===== config.mk =====
export PLATFORM = sky130hd
export DESIGN_NAME = jtvigil_snd_if
export DESIGN_NICKNAME = d
export VERILOG_FILES = /design/src/rtl/jtvigil_snd_pkg.sv /design/src/rtl/jtvigil_snd_smp.sv /design/src/rtl/jtvigil_snd_if.sv
export SDC_FILE = /design/constraint.sdc
export NUM_CORES = 1
export LEC_CHECK = 0
export ABC_AREA = 1
export BUFFER_PORTS_ARGS = -buffer_cell sky130_fd_sc_hd__buf_2
export CAP_MARGIN = 20
export CORE_MARGIN = 3
export CORE_UTILIZATION = 30
export CTS_CLUSTER_SIZE = 12
export DETAILED_ROUTE_END_ITERATION = 8
export RECOVER_POWER = 25
export SYNTH_ARGS = -nofsm -noshare
export SYNTH_HDL_FRONTEND = slang
export SYNTH_SLANG_ARGS = --single-unit

===== constraint.sdc =====
create_clock -name clk -period 1.4 [get_ports clk]
set_clock_uncertainty 0.15 [all_clocks]
set_input_delay 0.07 -clock clk [delete_from_list [all_inputs] [get_ports clk]]
set_output_delay 0.07 -clock clk [all_outputs]
set_load 0.05 [all_outputs]

===== src/rtl/jtvigil_snd_pkg.sv =====
// Shared constants for the Vigilante sound-CPU command interface.
//  - Z80 IO port map of the sound side (low address byte)
//  - IM0 RST opcodes placed on the bus during interrupt acknowledge
//  - sample-fetch FSM state type
package jtvigil_snd_pkg;

    // IO ports seen by the sound Z80
    localparam logic [7:0] PORT_LATCH   = 8'h80;  // read: command byte from main CPU
    localparam logic [7:0] PORT_ADDR_LO = 8'h80;  // write: sample address bits 7:0
    localparam logic [7:0] PORT_ADDR_HI = 8'h81;  // write: sample address bits 15:8
    localparam logic [7:0] PORT_DAC     = 8'h82;  // write: DAC sample
    localparam logic [7:0] PORT_IRQ_ACK = 8'h83;  // write: clear the latch interrupt
    localparam logic [7:0] PORT_SMP     = 8'h84;  // read: fetch one sample byte

    // RST opcodes: each pending source pulls one bit of 8'hff low
    localparam logic [7:0] VEC_NONE  = 8'hff;  // RST 38h
    localparam logic [7:0] VEC_LATCH = 8'hdf;  // RST 18h
    localparam logic [7:0] VEC_YM    = 8'hef;  // RST 28h
    localparam logic [7:0] VEC_BOTH  = 8'hcf;  // RST 08h

    localparam logic [7:0] DAC_RESET = 8'h80;  // DAC mid-scale (silence)

    typedef enum logic [1:0] {
        SMP_IDLE,
        SMP_FETCH,
        SMP_HOLD
    } smp_state_t;

endpackage


===== src/rtl/jtvigil_snd_smp.sv =====
// Sample-ROM fetch engine: address counter plus the IDLE/FETCH/HOLD FSM that
// stretches a Z80 read of the sample port with WAIT until the ROM answers.
// Ports:
//  clk, rst_n     clock, async active-low reset
//  fetch_req      sample-port read decoded this clk
//  bus_release    rd_n or iorq_n high: the CPU has ended its read
//  addr_lo_wr     one-clk strobe: load address bits 7:0 from wr_data
//  addr_hi_wr     one-clk strobe: load address bits 15:8 from wr_data
//  wr_data        sound Z80 data out
//  smp_ok         ROM data valid
//  smp_data       ROM data
//  smp_addr       ROM address (counter)
//  smp_cs         ROM request
//  wait_n         Z80 WAIT, low during a fetch
//  sdata          last fetched byte
//  hold           high in HOLD: sdata is being driven to the CPU
module jtvigil_snd_smp
    import jtvigil_snd_pkg::*;
#(
    parameter int SMP_AW = 16   // must be at least 16
)(
    input  logic              clk,
    input  logic              rst_n,
    input  logic              fetch_req,
    input  logic              bus_release,
    input  logic              addr_lo_wr,
    input  logic              addr_hi_wr,
    input  logic [7:0]        wr_data,
    input  logic              smp_ok,
    input  logic [7:0]        smp_data,
    output logic [SMP_AW-1:0] smp_addr,
    output logic              smp_cs,
    output logic              wait_n,
    output logic [7:0]        sdata,
    output logic              hold
);

    smp_state_t        state, state_nx;
    logic [SMP_AW-1:0] addr_nx;
    logic              cs_nx;
    logic              wait_nx;
    logic [7:0]        sdata_nx;

    // NOTE: sequential state is updated with non-blocking assignments only, so
    // every register samples the values from before this edge.
    always_ff @(posedge clk or negedge rst_n) begin
        if (!rst_n) begin
            state    <= SMP_IDLE;
            smp_addr <= '0;
            smp_cs   <= 1'b0;
            wait_n   <= 1'b1;
            sdata    <= 8'h00;
        end else begin
            state    <= state_nx;
            smp_addr <= addr_nx;
            smp_cs   <= cs_nx;
            wait_n   <= wait_nx;
            sdata    <= sdata_nx;
        end
    end

    // NOTE: every signal written here gets a default first, so no path through
    // the case statement can leave it unassigned and infer a latch.
    always_comb begin
        state_nx = state;
        addr_nx  = smp_addr;
        cs_nx    = smp_cs;
        wait_nx  = wait_n;
        sdata_nx = sdata;
        case (state)
            SMP_IDLE: begin
                // Address loads rebuild the counter from its low 16 bits so
                // anything above bit 15 is cleared.
                if (addr_lo_wr)
                    addr_nx = SMP_AW'({smp_addr[15:8], wr_data});
                else if (addr_hi_wr)
                    addr_nx = SMP_AW'({wr_data, smp_addr[7:0]});
                if (fetch_req) begin
                    // WAIT drops at the detecting edge, well before T2 ends.
                    state_nx = SMP_FETCH;
                    wait_nx  = 1'b0;
                    cs_nx    = 1'b1;
                end
            end
            SMP_FETCH: begin
                if (smp_ok) begin
                    state_nx = SMP_HOLD;
                    sdata_nx = smp_data;
                    wait_nx  = 1'b1;
                    cs_nx    = 1'b0;
                    addr_nx  = smp_addr + SMP_AW'(1);
                end
            end
            SMP_HOLD: begin
                if (bus_release)
                    state_nx = SMP_IDLE;
            end
            default: state_nx = SMP_IDLE;
        endcase
    end

    assign hold = (state == SMP_HOLD);

endmodule


===== src/rtl/jtvigil_snd_if.sv =====
// Sound-CPU side of the main->sound command path for Vigilante.
// Captures the main CPU command byte, raises the sound Z80 IM0 interrupt
// (merged with the YM2151 IRQ into a single RST vector), decodes the sound
// IO ports and hosts the sample fetch engine and DAC register.
// Ports:
//  clk, rst_n              clock, async active-low reset
//  latch_wr, main_dout     main CPU command strobe (level) and data
//  A, iorq_n, m1_n, rd_n,
//  wr_n, cpu_dout          sound Z80 bus
//  ym_irq_n                YM2151 interrupt, active low
//  io_din                  data to the sound Z80 (IO reads, int-ack vector)
//  int_n, wait_n           sound Z80 INT and WAIT
//  smp_addr, smp_cs,
//  smp_data, smp_ok        sample ROM port
//  dac                     unsigned DAC sample
module jtvigil_snd_if
    import jtvigil_snd_pkg::*;
#(
    parameter int SMP_AW = 16
)(
    input  logic              clk,
    input  logic              rst_n,
    input  logic              latch_wr,
    input  logic [7:0]        main_dout,
    input  logic [7:0]        A,
    input  logic              iorq_n,
    input  logic              m1_n,
    input  logic              rd_n,
    input  logic              wr_n,
    input  logic [7:0]        cpu_dout,
    input  logic              ym_irq_n,
    output logic [7:0]        io_din,
    output logic              int_n,
    output logic              wait_n,
    output logic [SMP_AW-1:0] smp_addr,
    output logic              smp_cs,
    input  logic [7:0]        smp_data,
    input  logic              smp_ok,
    output logic [7:0]        dac
);

    logic       latch_wr_l;     // delayed strobe for edge detection
    logic       io_wr_l;        // IO write seen last clk
    logic [7:0] latch;
    logic       latch_irq;
    logic [7:0] sdata;
    logic       hold;

    logic latch_edge, io_cyc, int_ack, io_rd, io_wr, wr_stb;

    assign latch_edge = latch_wr & ~latch_wr_l;
    assign io_cyc     = ~iorq_n &  m1_n;
    assign int_ack    = ~iorq_n & ~m1_n;
    assign io_rd      = io_cyc & ~rd_n;
    assign io_wr      = io_cyc & ~wr_n;
    // Writes act only on the first clk of the IO write cycle.
    assign wr_stb     = io_wr & ~io_wr_l;

    always_ff @(posedge clk or negedge rst_n) begin
        if (!rst_n) begin
            latch_wr_l <= 1'b0;
            io_wr_l    <= 1'b0;
            latch      <= 8'h00;
            latch_irq  <= 1'b0;
            dac        <= DAC_RESET;
        end else begin
            latch_wr_l <= latch_wr;
            io_wr_l    <= io_wr;
            if (latch_edge)
                latch <= main_dout;
            // A new command wins over a same-clk acknowledge write.
            if (latch_edge)
                latch_irq <= 1'b1;
            else if (wr_stb && A == PORT_IRQ_ACK)
                latch_irq <= 1'b0;
            if (wr_stb && A == PORT_DAC)
                dac <= cpu_dout;
        end
    end

    assign int_n = ~(latch_irq | ~ym_irq_n);

    always_comb begin
        io_din = VEC_NONE;
        if (int_ack) begin
            case ({latch_irq, ~ym_irq_n})
                2'b11:   io_din = VEC_BOTH;
                2'b10:   io_din = VEC_LATCH;
                2'b01:   io_din = VEC_YM;
                default: io_din = VEC_NONE;
            endcase
        end else if (hold && !rd_n) begin
            io_din = sdata;
        end else if (io_rd && A == PORT_LATCH) begin
            io_din = latch;
        end
    end

    jtvigil_snd_smp #(.SMP_AW(SMP_AW)) u_smp (
        .clk         (clk),
        .rst_n       (rst_n),
        .fetch_req   (io_rd && A == PORT_SMP),
        .bus_release (rd_n | iorq_n),
        .addr_lo_wr  (wr_stb && A == PORT_ADDR_LO),
        .addr_hi_wr  (wr_stb && A == PORT_ADDR_HI),
        .wr_data     (cpu_dout),
        .smp_ok      (smp_ok),
        .smp_data    (smp_data),
        .smp_addr    (smp_addr),
        .smp_cs      (smp_cs),
        .wait_n      (wait_n),
        .sdata       (sdata),
        .hold        (hold)
    );

endmodule


### After elaboration in Yosys (flattened, before gate mapping)

Cells that the tools add are included.

* shifts and indexed selects: 0
* multiplexer cells: 20
* equal/unequal tests: 16
* bitwise logic cells: 16
* reduce and logical (&&, ||, !) cells: 16
* order comparisons: 0
* div/mod/pow operators: 0
* add/sub/neg operators: 1
* multiply operators: 0

Operators with widths (number)
* two-way mux 16 bit: 3
* == test 8 bit, second input constant: 5
* one-hot mux 16 bit (2 select lines): 1
* two-way mux 8 bit: 3
* one-hot mux 6 bit (3 select lines): 1
* adder 16 x 1 -> 16 bit, second input constant: 1
* AND reduction 3 bit: 3
* != test 2 x 1 -> 1 bit, second input constant: 4
* inverter 1 bit: 8
* logical AND 1 bit: 7
* AND 1 bit: 6
* == test 2 bit, second input constant: 3
* two-way mux 1 bit: 6
* two-way mux 2 bit: 3
* one-hot mux 2 bit (3 select lines): 1
* == test 2 x 1 -> 1 bit, second input constant: 2
* != test 2 bit, second input constant: 2
* one-hot mux 1 bit (2 select lines): 2
* AND reduction 4 bit: 1
* nonzero test 2 bit: 2
* logical NOT 2 bit: 1
* bitwise OR 1 bit: 2
* AND reduction 2 bit: 1
* logical NOT 1 bit: 1

* output and inout port bits: 35
* bits in latches: 0
* memory bits (read-only): 0
* logic and storage cells: 80
* memories: 0
* bits of input ports: 41
* bits in registers: 47
* RAM bits: 0

### Depth between registers and ports, before layout

* depth after elaboration: 8
* depth in mapped cells: 9
* mapped depth without buffers: 9

### Cells and area by module

Synthesis repeated with hierarchy kept, for this count alone.

* cell total of the unflattened synthesis: 401
* area, all modules: 2855.2 µm²

By module, submodules not included
* jtvigil_snd_smp: times used 1, cells an instance 231, area each 1671.6 µm², sequential area each 701.9 µm²
* jtvigil_snd_if: times used 1, cells an instance 170, area each 1183.6 µm², sequential area each 476.7 µm²

### Least setup slack after synthesis

OpenSTA, ideal clock, no wires.

* path kind: flip-flop to flip-flop
* from: register u_smp.smp_addr[0]
* to: register u_smp.smp_addr[10]
* setup time: 119 ps
* data required time: 1131 ps
* period minus slack after synthesis: 1860 ps
* slack: -460 ps
* cell stages (with the launch flop): 9
* arrival time: 1591 ps
* buffers on the path: 0
* cell sequence: dfrtp_1 > ha_1 > nand3_1 > nor2_2 > nand4_1 > nand3_1 > nand2_1 > nand2_1 > nand2_1

* cells in the longest elaborated chain, start to end: 3

Ends and longest elaborated chain
* start, declared: RTL line jtvigil_snd_smp.sv:31 `output logic [SMP_AW-1:0] smp_addr,`
* start signal, assigned: RTL line jtvigil_snd_smp.sv:55 `smp_addr <= addr_nx;`
* adder 16 x 1 -> 16 bit: RTL line jtvigil_snd_smp.sv:91 `addr_nx = smp_addr + SMP_AW'(1);`
* two-way mux 16 bit: RTL line jtvigil_snd_smp.sv:86 `if (smp_ok) begin`
* one-hot mux 16 bit (2 select lines): RTL line jtvigil_snd_smp.sv:70 `case (state)`

No other way between the ends. The select of a mux whose other input is x is not followed.
A chain may end at the register's enable or synchronous reset.

### Worst setup path in the final report

* from: register u_smp.state[1]
* to: output io_din[5]

* cells in the longest elaborated chain, start to end: 4

Ends and longest elaborated chain
* start, declared: RTL line jtvigil_snd_smp.sv:38 `smp_state_t state, state_nx;`
* start signal, assigned: RTL line jtvigil_snd_smp.sv:54 `state <= state_nx;`
* == test 2 bit: RTL line jtvigil_snd_smp.sv:102 `assign hold = (state == SMP_HOLD);`
* logical AND 1 bit: RTL line jtvigil_snd_if.sv:92 `end else if (hold && !rd_n) begin`
* two-way mux 8 bit: RTL line jtvigil_snd_if.sv:92
* two-way mux 8 bit: RTL line jtvigil_snd_if.sv:85 `if (int_ack) begin`
* end, declared: RTL line jtvigil_snd_if.sv:32 `output logic [7:0] io_din,`

No other way between the ends.

==> flow_summary.html <==
<table>
<tr><th>Metric</th><th>Value</th></tr>
<tr><th colspan="2">Finish</th></tr>
<tr><td>Total inserted antenna cells</td><td>0</td></tr>
<tr><td>Cell area after layout</td><td>4370 sq um</td></tr>
<tr><td>Post-layout util</td><td>0.498</td></tr>
<tr><td>Fraction of layout cells with a size suffix above 1</td><td>0.402</td></tr>
<tr><td>Most frequent standard cell in the layout excluding fill and tap cells</td><td>sky130_fd_sc_hd__nand2_1</td></tr>
<tr><td>Fin nets</td><td>561</td></tr>
<tr><td>Post-synthesis to final-layout area growth</td><td>60.5%</td></tr>
<tr><td>Highest-count cells in the layout ignoring fill and taps</td><td>sky130_fd_sc_hd__nand2_1, sky130_fd_sc_hd__buf_2, sky130_fd_sc_hd__nand3_1</td></tr>
<tr><td>Count of filler cells inserted in the layout</td><td>820</td></tr>
<tr><th colspan="2">Global routing</th></tr>
<tr><td>Vias in the first global route</td><td>2884</td></tr>
<tr><td>Wire length of the first global-routing pass</td><td>13.1 mm</td></tr>
<tr><td>Number of antenna violations at the first check in global routing</td><td>0</td></tr>
<tr><td>Global-route total usage across every layer</td><td>0.160</td></tr>
<tr><td>Pin count of the biggest net entering global routing</td><td>48</td></tr>
<tr><td>Sum of overflow across all layers after global routing</td><td>0</td></tr>
<tr><th colspan="2">Synthesis</th></tr>
<tr><td>Async set-reset flop share out of synthesis</td><td>1.00</td></tr>
<tr><td>Synthesized area per cell</td><td>7.45 sq um</td></tr>
<tr><td>Most used DFF post-synth</td><td>sky130_fd_sc_hd__dfrtp_1</td></tr>
<tr><td>Net Count, Synth</td><td>407</td></tr>
<tr><td>Sequential element share of the synthesized area</td><td>0.433</td></tr>
<tr><td>Number of warnings issued by yosys</td><td>0</td></tr>
<tr><td>Synth Register Bits</td><td>47</td></tr>
<tr><td>Mapped Cells</td><td>365</td></tr>
<tr><td>Number of distinct library cells after synthesis</td><td>27</td></tr>
<tr><td>Number of enable flip-flop cells after synthesis</td><td>0</td></tr>
<tr><td>Post-synthesis cell area</td><td>2720 sq um</td></tr>
<tr><th colspan="2">Job</th></tr>
<tr><td>Max-cap violations</td><td>0</td></tr>
<tr><th colspan="2">Outcome</th></tr>
<tr><td>Outcome</td><td>complete, but fails checks</td></tr>
<tr><td>Failing checks</td><td>setup timing</td></tr>
<tr><th colspan="2">Timing</th></tr>
<tr><td>Maximum clock frequency</td><td>571 MHz</td></tr>
<tr><td>Setup-failing EPs final</td><td>34</td></tr>
<tr><td>Slew at the pin with the worst max-slew slack</td><td>0.650 ns</td></tr>
<tr><td>Worst path setup slack after routing</td><td>-0.352 ns</td></tr>
<tr><td>Number of max-slew violations in the final report</td><td>0</td></tr>
<tr><td>Accumulated negative setup slack</td><td>-6.47 ns</td></tr>
<tr><td>Final period util</td><td>1.25</td></tr>
<tr><td>Final period demand of the worst path</td><td>1.75 ns</td></tr>
<tr><td>RSZ-0062 raised after global routing</td><td>yes</td></tr>
<tr><td>Final Hold Fails</td><td>0</td></tr>
<tr><td>Relative max-transition margin</td><td>0.567</td></tr>
<tr><th colspan="2">Critical path</th></tr>
<tr><td>Data required time of the worst path</td><td>1.18 ns</td></tr>
<tr><td>Signal arrival time at the worst endpoint</td><td>1.53 ns</td></tr>
<tr><td>Cell with the most instances on the worst path</td><td>sky130_fd_sc_hd__inv_2</td></tr>
<tr><td>Standard cell with the maximum stage delay on the critical path</td><td>sky130_fd_sc_hd__dfrtp_1</td></tr>
<tr><td>Combined buffer and inverter count along the critical path</td><td>3</td></tr>
<tr><td>Category of the worst setup path capture point</td><td>primary output</td></tr>
<tr><td>Critical-path cell list</td><td>inv_2 &gt; nor3_4 &gt; inv_2 &gt; nand3_1 &gt; o21ai_1 &gt; nand2_2 &gt; buf_4</td></tr>
<tr><td>Worst reg-to-reg setup slack</td><td>-0.23 ns</td></tr>
<tr><td>Launching point of the worst reg2reg path</td><td>u_smp.state[1]</td></tr>
<tr><td>Beginning of the critical path</td><td>u_smp.state[1]</td></tr>
<tr><td>Worst stage delay on the critical path</td><td>0.42 ns</td></tr>
<tr><td>Critical path fanouts, max</td><td>9</td></tr>
<tr><td>Kind of cell adding the most delay to the critical path</td><td>flip-flops</td></tr>
<tr><td>Type of the worst setup path</td><td>reg2out</td></tr>
<tr><td>Element type at the critical path start</td><td>register</td></tr>
<tr><th colspan="2">CTS</th></tr>
<tr><td>Clock tree root driver cell</td><td>sky130_fd_sc_hd__clkbuf_8</td></tr>
<tr><td>Sink Count</td><td>47</td></tr>
<tr><td>Max Root-Sink Buffers</td><td>2</td></tr>
<tr><td>H-tree depth</td><td>2</td></tr>
<tr><td>Clock-pin slew of the registers on the worst-case setup and hold paths</td><td>0.09 ns</td></tr>
<tr><td>Insertion delay to the later sink of the worst-skew pair</td><td>0.30 ns</td></tr>
<tr><td>Clock buffers created by TritonCTS</td><td>5</td></tr>
<tr><td>Clock tree from TritonCTS</td><td>yes</td></tr>
<tr><th colspan="2">Die</th></tr>
<tr><td>Die ar.</td><td>10200 sq um</td></tr>
<tr><td>Initial Utilization</td><td>0.310</td></tr>
<tr><td>Floorplan core area</td><td>8760 sq um</td></tr>
<tr><td>IO Pins</td><td>76</td></tr>
<tr><td>Vertical die dimension</td><td>101 um</td></tr>
<tr><td>Chip Width</td><td>101 um</td></tr>
<tr><td>Count of standard-cell rows</td><td>34</td></tr>
<tr><th colspan="2">Min path</th></tr>
<tr><td>Worst hold path startpoint</td><td>rd_n</td></tr>
<tr><td>Classification of the worst-slack hold path</td><td>in2reg</td></tr>
<tr><th colspan="2">Routing</th></tr>
<tr><td>Routed wire per std cell</td><td>13.5 um</td></tr>
<tr><td>Number of design rule violations left after detail routing</td><td>0</td></tr>
<tr><td>Wire length reported by the detailed router</td><td>8.49 mm</td></tr>
<tr><td>M1 wire length</td><td>3.61 mm</td></tr>
<tr><td>Violation count after the first detailed-routing iteration</td><td>129</td></tr>
<tr><td>Routed wl met3</td><td>535 um</td></tr>
<tr><td>Wire length on met2</td><td>4.17 mm</td></tr>
<tr><td>Post-route ant nets</td><td>0</td></tr>
<tr><td>Number of detailed-routing iterations run before antenna repair</td><td>5</td></tr>
<tr><td>Highest routed layer</td><td>met4</td></tr>
<tr><td>Vias after detailed routing</td><td>3010</td></tr>
<tr><td>Routed vias/inst</td><td>4.79</td></tr>
<tr><th colspan="2">Placed design</th></tr>
<tr><td>Area after DPL</td><td>3590 sq um</td></tr>
<tr><td>HPWL after DPL</td><td>5.99 mm</td></tr>
<tr><td>Number of port buffers</td><td>75</td></tr>
<tr><td>Global placement routability congestion</td><td>0.807</td></tr>
<tr><th colspan="2">Pwr</th></tr>
<tr><td>Post-route total power</td><td>3.45 mW</td></tr>
<tr><td>Leakage component of the power</td><td>2.17 nW</td></tr>
<tr><td>IR drop worst, VDD</td><td>0.000394 V</td></tr>
<tr><td>Power per Cell Area</td><td>791 nW/um^2</td></tr>
</table>
metal layers:
layer | global-route usage | up-vias
li1 | - | 1506
met4 | 0.0470 | 0
met3 | 0.0399 | 15
met5 | 0 | -
met2 | 0.283 | 102
met1 | 0.192 | 1387
sequential cells by signal, indices dropped and copies added (netlist names):
signal          flops
dac                 8
io_wr_l             1
latch               8
latch_irq           1
latch_wr_l          1
u_smp.sdata         8
u_smp.smp_addr     16
u_smp.smp_cs        1
u_smp.state         2
u_smp.wait_n        1
tightest hold or removal path, cell delays in order:
cell and delay, ns:
sky130_fd_sc_hd__buf_2 0.11, sky130_fd_sc_hd__nor3_4 0.05, sky130_fd_sc_hd__inv_2 0.11, sky130_fd_sc_hd__o21ai_0 0.08
path summary, 6_finish.rpt:
path	endpoint	depth (start not counted)
max in group asynchronous	u_smp.smp_addr[2]	3
min in group asynchronous	dac[2]	3
max reg2reg	u_smp.smp_addr[4]	8
max	io_din[5]	7
min	u_smp.state[1]	4
min reg2reg	dac[7]	2
power by group:
group / leakage, nW / switching, mW / internal, mW
clock network: 0.0612 / 0.482 / 0.579
logic: 1.54 / 0.491 / 0.327
registers: 0.567 / 0.0981 / 1.48
cell type report:
type	instances	area [sq um]	share of cell area
Sequential cell	47	1200	0.274
Clock inverter	2	35.0	0.00803
Clock buffer	6	82.6	0.0189
Timing Repair Buffer	152	1190	0.273
Tap cell	108	135	0.0310
Multi-Input combinational cell	281	1600	0.366
Inverter	32	125	0.0287
cells in the mapped netlist (all sizes together), types with 2 or more instances:
master,count,area (sq um)
dfstp,2,52.6
inv,32,120
a21oi,4,20.0
nand2,132,531
nand3,58,300
o21bai,4,30.0
buf,6,32.5
o21ai,21,105
nor2,35,156
nor4,2,27.5
mux2,8,90.1
nand4,11,75.1
dfrtp,45,1130
cells by family after synthesis:
group	after synthesis	share of synthesized area
AO/OA/AOI/OAI	29	0.0570
XOR/XNOR	2	0.00644
adder cells (fa/ha/maj)	1	0.00460
buffers and inverters	38	0.0561
flip-flops	47	0.433
multiplexers	8	0.0331
AND/OR/NAND/NOR	240	0.409
stage by stage:
step,worst slack [ns],hold slack (ns),cells
floorplan,-0.183,-0.376,365
global placement,-0.0852,-0.0747,575
detailed placement,-0.137,-0.0749,575
CTS,-0.365,0.0129,616
global route,-0.471,0.0379,628
finish,-0.352,0.0147,628
repair_timing:
item,in CTS,in global routing
buffers inserted,3,8
hold endpoints to repair,77,0
hold buffers,30,0
setup endpoints to repair,38,45
gates resized for setup,23,40
pin swaps,0,10
cloned,0,4
(Power assumes the default switching activity.)
